File: config.mk
export PLATFORM = sky130hd
export DESIGN_NAME = ram_rw_ctrl
export DESIGN_NICKNAME = d
export VERILOG_FILES = /design/src/rtl/ram_rw_ctrl.sv
export SDC_FILE = /design/constraint.sdc
export NUM_CORES = 1
export LEC_CHECK = 0
export ABC_AREA = 1
export CAP_MARGIN = 10
export CELL_PAD_IN_SITES_DETAIL_PLACEMENT = 0
export CELL_PAD_IN_SITES_GLOBAL_PLACEMENT = 1
export CORE_MARGIN = 3
export CORE_UTILIZATION = 39
export DETAILED_ROUTE_END_ITERATION = 10
export PLACE_DENSITY_LB_ADDON = 0.1
export SLEW_MARGIN = 20
export SYNTH_ARGS = -nofsm -noshare
export SYNTH_HDL_FRONTEND = slang
export SYNTH_SLANG_ARGS = --single-unit
File: constraint.sdc
create_clock -name sys_clk -period 3.7 [get_ports sys_clk]
set_input_delay 0.925 -clock sys_clk [delete_from_list [all_inputs] [get_ports sys_clk]]
set_output_delay 0.925 -clock sys_clk [all_outputs]
set_load 0.005 [all_outputs]
File: src/rtl/ram_rw_ctrl.sv
// rtl/ram_rw_ctrl.sv - RAM write/read-back self-test controller
// Writes a SEED-offset address pattern, reads it back and checks it through an RD_LAT-deep compare pipeline.
module ram_rw_ctrl #(
  parameter int ADDR_W = 5,
  parameter int DEPTH  = 32,
  parameter int DATA_W = 8,
  parameter int SEED   = 0,
  parameter int RD_LAT = 1
) (
  input  logic              sys_clk,
  input  logic              sys_rst_n,
  input  logic              start,
  output logic              ram_en,
  output logic              ram_we,
  output logic [ADDR_W-1:0] ram_addr,
  output logic [DATA_W-1:0] ram_wdata,
  input  logic [DATA_W-1:0] ram_rdata,
  output logic              busy,
  output logic              done,
  output logic              error,
  output logic [7:0]        err_cnt,
  output logic [ADDR_W-1:0] err_addr
);

  typedef enum logic [2:0] {IDLE, WRITE, READ, DRAIN, FIN} state_t;

  localparam logic [ADDR_W-1:0] LAST_ADDR  = ADDR_W'(DEPTH - 1);
  localparam logic [ADDR_W-1:0] LAST_DRAIN = ADDR_W'(RD_LAT - 1);
  localparam logic [DATA_W-1:0] SEED_V     = DATA_W'(SEED);

  function automatic logic [DATA_W-1:0] pattern(input logic [ADDR_W-1:0] a);
    return SEED_V + DATA_W'(a);
  endfunction

  state_t                         state_q, state_d;
  logic [ADDR_W-1:0]              addr_q, addr_d, addr_inc;
  logic                           en_q, en_d, we_q, we_d;
  logic [DATA_W-1:0]              wdata_q, wdata_d;
  logic                           busy_q, busy_d, done_q, done_d;
  logic                           error_q, error_d;
  logic [7:0]                     err_cnt_q, err_cnt_d;
  logic [ADDR_W-1:0]              err_addr_q, err_addr_d;
  logic [RD_LAT-1:0]              vld_q, vld_d;
  logic [RD_LAT-1:0][ADDR_W-1:0]  pa_q, pa_d;
  logic [RD_LAT-1:0][DATA_W-1:0]  pe_q, pe_d;

  assign addr_inc = addr_q + ADDR_W'(1);

  always_comb begin
    state_d    = state_q;
    addr_d     = '0;
    en_d       = 1'b0;
    we_d       = 1'b0;
    wdata_d    = '0;
    busy_d     = 1'b1;
    done_d     = 1'b0;
    error_d    = error_q;
    err_cnt_d  = err_cnt_q;
    err_addr_d = err_addr_q;

    // Each read carries its address and expected word until its data returns.
    vld_d    = '0;
    pa_d     = '0;
    pe_d     = '0;
    vld_d[0] = (state_q == READ);
    pa_d[0]  = addr_q;
    pe_d[0]  = pattern(addr_q);
    for (int i = 1; i < RD_LAT; i++) begin
      vld_d[i] = vld_q[i-1];
      pa_d[i]  = pa_q[i-1];
      pe_d[i]  = pe_q[i-1];
    end

    if (vld_q[RD_LAT-1] && (ram_rdata != pe_q[RD_LAT-1])) begin
      error_d = 1'b1;
      if (err_cnt_q != 8'hFF) err_cnt_d = err_cnt_q + 8'd1;
      if (!error_q) err_addr_d = pa_q[RD_LAT-1];
    end

    case (state_q)
      IDLE: begin
        busy_d = 1'b0;
        if (start) begin
          state_d    = WRITE;
          en_d       = 1'b1;
          we_d       = 1'b1;
          wdata_d    = pattern(ADDR_W'(0));
          busy_d     = 1'b1;
          error_d    = 1'b0;
          err_cnt_d  = '0;
          err_addr_d = '0;
        end
      end
      WRITE: begin
        en_d = 1'b1;
        if (addr_q == LAST_ADDR) begin
          state_d = READ;
        end else begin
          we_d    = 1'b1;
          addr_d  = addr_inc;
          wdata_d = pattern(addr_inc);
        end
      end
      READ: begin
        if (addr_q == LAST_ADDR) begin
          state_d = DRAIN;
        end else begin
          en_d   = 1'b1;
          addr_d = addr_inc;
        end
      end
      DRAIN: begin
        if (addr_q == LAST_DRAIN) begin
          state_d = FIN;
          done_d  = 1'b1;
        end else begin
          addr_d = addr_inc;
        end
      end
      FIN: begin
        state_d = IDLE;
        busy_d  = 1'b0;
      end
      default: begin
        state_d = IDLE;
        busy_d  = 1'b0;
      end
    endcase
  end

  always_ff @(posedge sys_clk or negedge sys_rst_n) begin
    if (!sys_rst_n) begin
      state_q    <= IDLE;
      addr_q     <= '0;
      en_q       <= 1'b0;
      we_q       <= 1'b0;
      wdata_q    <= '0;
      busy_q     <= 1'b0;
      done_q     <= 1'b0;
      error_q    <= 1'b0;
      err_cnt_q  <= '0;
      err_addr_q <= '0;
      vld_q      <= '0;
      pa_q       <= '0;
      pe_q       <= '0;
    end else begin
      state_q    <= state_d;
      addr_q     <= addr_d;
      en_q       <= en_d;
      we_q       <= we_d;
      wdata_q    <= wdata_d;
      busy_q     <= busy_d;
      done_q     <= done_d;
      error_q    <= error_d;
      err_cnt_q  <= err_cnt_d;
      err_addr_q <= err_addr_d;
      vld_q      <= vld_d;
      pa_q       <= pa_d;
      pe_q       <= pe_d;
    end
  end

  assign ram_en    = en_q;
  assign ram_we    = we_q;
  assign ram_addr  = addr_q;
  assign ram_wdata = wdata_q;
  assign busy      = busy_q;
  assign done      = done_q;
  assign error     = error_q;
  assign err_cnt   = err_cnt_q;
  assign err_addr  = err_addr_q;

endmodule

==> qor.yml <==
sta:
  rsz0062_at_grt: "no"
  relSlewSlack_pct: 45.3
  tightestPinTransition_ps: 820
  drv_slew: 0
  finalCriticalPeriod_ps: 2300
  hold_violations: 0
  setup_viol: 0
  fin_skew_ps: 2.61
  setup_tns_ps: 0
  fmax_ghz: 0.435
  finalCritPeriodShare_pct: 62.1
power_and_ir_drop:
  p_int_mw: 0.727
  p_sw_share_pct: 29.8
  vdd_ir_drop_max_mv: 0.321
  power_density_mw_per_mm2: 437
  seqPwrFrac_pct: 46.8
  p_leak_nw: 1.18
  comb_power_share_pct: 26.2
  net-switching-power_mw: 0.309
  clock_power_share_pct: 27.0
clock_tree:
  worstSkewPairLatency_ps: 280
  cts_max_level: 2
  ctsHoldBuffers: 0
  cts_buffers: 5
  ctsResizeCount: 0
  numClockSinks: 37
  postCtsSetupBuffers: 0
  path_clk_slew_ps: 70
  cts_tree: "done"
  cts_root_buf: "clkbuf_8"
  cts_buffer_depth: 2
final_layout:
  nets: 293
  diodes: 0
  area_growth_pct: 25.9
  drive_gt1_share_pct: 6.83
  postLayoutCellArea_sq_mm: 0.00237
synthesis:
  seq_area_frac_synth_pct: 49.2
  netlist_area_sq_mm: 0.00188
  avgSynthCellArea_sq_um: 7.90
  synthDistinctLibCells: 27
  postSynthCellCount: 238
  yosysWarnings: 0
  ys_ff_latch: 37
placed_design:
  post-dp-hpwl_mm: 3.00
  io_buffers: 38
  dpl_cell_area_sq_mm: 0.00228
  place.gp.congestion: 0.814
floorplanning:
  rows: 24
  coreArea_sq_mm: 0.00450
  start_util_pct: 41.8
  dieArea_sq_mm: 0.00569
  die_h_um: 75.4
  io_pins: 42
  die_w_um: 75.4
worst_setup_path:
  setup.worst_path.class: "in2reg"
  path_max_fanout: 16
  crit_arrival_ps: 2470
  worstPathRequired_ps: 3870
  cp-end-kind: "flop"
  rrSetupSlack_ps: 1780
  start_kind: "primary input"
min_path:
  hold_path.class: "reg2reg"
detailed_routing:
  firstDrtPassIters: 4
  drtAntennaViolNets: 0
  wl_per_cell_um: 12.1
  finalWirelength_mm: 3.98
  drtIter0Drc: 137
  via_per_inst: 4.73
  via_count: 1562
  drc: 0
global_routing:
  grt_pass1_vias: 1478
  antenna_found_initial: 0
  grt-ovfl-total: 0
  grt_pass1_wl_mm: 6.82
  grt_usage_pct: 16.0
  grt_max_degree: 38
run_status:
  status: "complete, no violations"
job:
  maxCapViolations: 0
-- placed cells by master (no fill, tap or decap), drive strengths merged, types with 2 or more instances in the layout --
| master | netlist | routed |
|---|---|---|
| a21oi | 6 | 6 |
| clkbuf | 2 | 7 |
| clkdlybuf4s50 | 0 | 37 |
| conb | 1 | 3 |
| dfrtp | 37 | 37 |
| ha | 4 | 4 |
| inv | 47 | 47 |
| nand2 | 58 | 58 |
| nand3 | 18 | 18 |
| nand4 | 11 | 11 |
| nor2 | 31 | 31 |
| nor3 | 4 | 4 |
| nor3b | 4 | 4 |
| nor4 | 2 | 2 |
| xor2 | 3 | 3 |
-- metrics by stage --
stage	worst slack [ps]	std cells	hold slack [ps]	total power [mW]	util, %
finish	1400	330	466	1.04	52.6
global route	1250	330	490	1.12	52.6
CTS	1340	330	476	1.06	52.6
detailed placement	1040	323	452	0.771	50.7
global placement	1090	323	456	0.772	50.7
floorplan	1960	240	420	0.640	-
-- kinds of logic after synthesis --
kind of cell             count (synthesis)  synth area share, %
adder cells (fa/ha/maj)                  4                 2.66
flip-flops                              37                 49.2
XOR/XNOR                                 4                 1.86
AND/OR/NAND/NOR                        130                 32.0
AO/OA/AOI/OAI                            8                 2.20
buffers and inverters                   54                 11.8
other                                    1                0.199
-- flip-flops by register name, indices dropped and copies added, names as in the netlist, 3 cells and up --
register	cells
err_cnt	8
err_addr	5
pe_q	5
ram_addr	5
ram_wdata	5
state_q	3
-- cells in the mapped netlist --
library cell / instances / share of area (%)
buf_2: 1 / 0.27
clkbuf_1: 2 / 0.40
buf_4: 3 / 1.2
nor2_2: 1 / 0.33
a21oi_1: 6 / 1.6
nor3_2: 2 / 1.1
xor2_1: 3 / 1.4
nand3_2: 3 / 1.6
nor4_1: 2 / 0.67
or2_2: 1 / 0.33
nand3_1: 15 / 4.0
nor3b_1: 4 / 1.6
conb_1: 1 / 0.20
nor2_1: 30 / 6.0
dfrtp_1: 37 / 49
o21ai_0: 1 / 0.27
xnor2_1: 1 / 0.47
nor3_1: 2 / 0.53
nand2_1: 56 / 11
buf_6: 1 / 0.60
ha_1: 4 / 2.7
a31oi_1: 1 / 0.33
nand4_1: 11 / 3.7
nand3b_1: 1 / 0.40
inv_1: 44 / 8.8
inv_2: 3 / 0.60
nand2_2: 2 / 0.67
-- area by class of cell --
type | instances | area (sq um)
fillers | 440 | 2140
repair buffers | 38 | 375
flip-flops and latches | 37 | 926
well taps | 52 | 65.1
clock buffers | 7 | 86.3
inverters | 47 | 176
multi-input cells | 149 | 739
-- worst paths after layout --
kind,startpoint,end,cells after the start
setup / recovery,ram_rdata[4],err_cnt[5],10
hold / removal,ram_addr[4],pe_q[4],0
setup reg to reg,ram_addr[0],ram_addr[2],8
hold reg to reg,ram_addr[4],pe_q[4],0
max in group asynchronous,sys_rst_n,err_addr[1],1
min in group asynchronous,sys_rst_n,err_cnt[7],1
-- power groups by stage --
stage	Clock, mW	Combinational [mW]	Sequential (mW)
6_report	0.279	0.272	0.485
5_1_grt	0.311	0.313	0.494
4_1_cts	0.292	0.279	0.486
3_5_place_dp	0	0.278	0.493
3_3_place_gp	0	0.278	0.494
2_1_floorplan	0	0.147	0.493
-- worst max-delay path, cell delays in order --
cell             delay [ps]
clkdlybuf4s50_1         480
inv_1                    40
nand2_1                  50
nand2_1                  50
nor2_1                  180
nand3_2                 290
nand2_1                 270
nand2_1                  80
nand2_1                  70
nor2_1                   30
-- layer usage --
layer | up-vias | share of wire (%) | track usage [%]
met5 | - | 0 | 0
met4 | 0 | 0.91 | 5.24
met3 | 4 | 3.9 | 4.22
met2 | 35 | 47 | 25.4
met1 | 714 | 48 | 21.3
li1 | 809 | - | -
No activity file was read; power rests on OpenSTA's default activity.
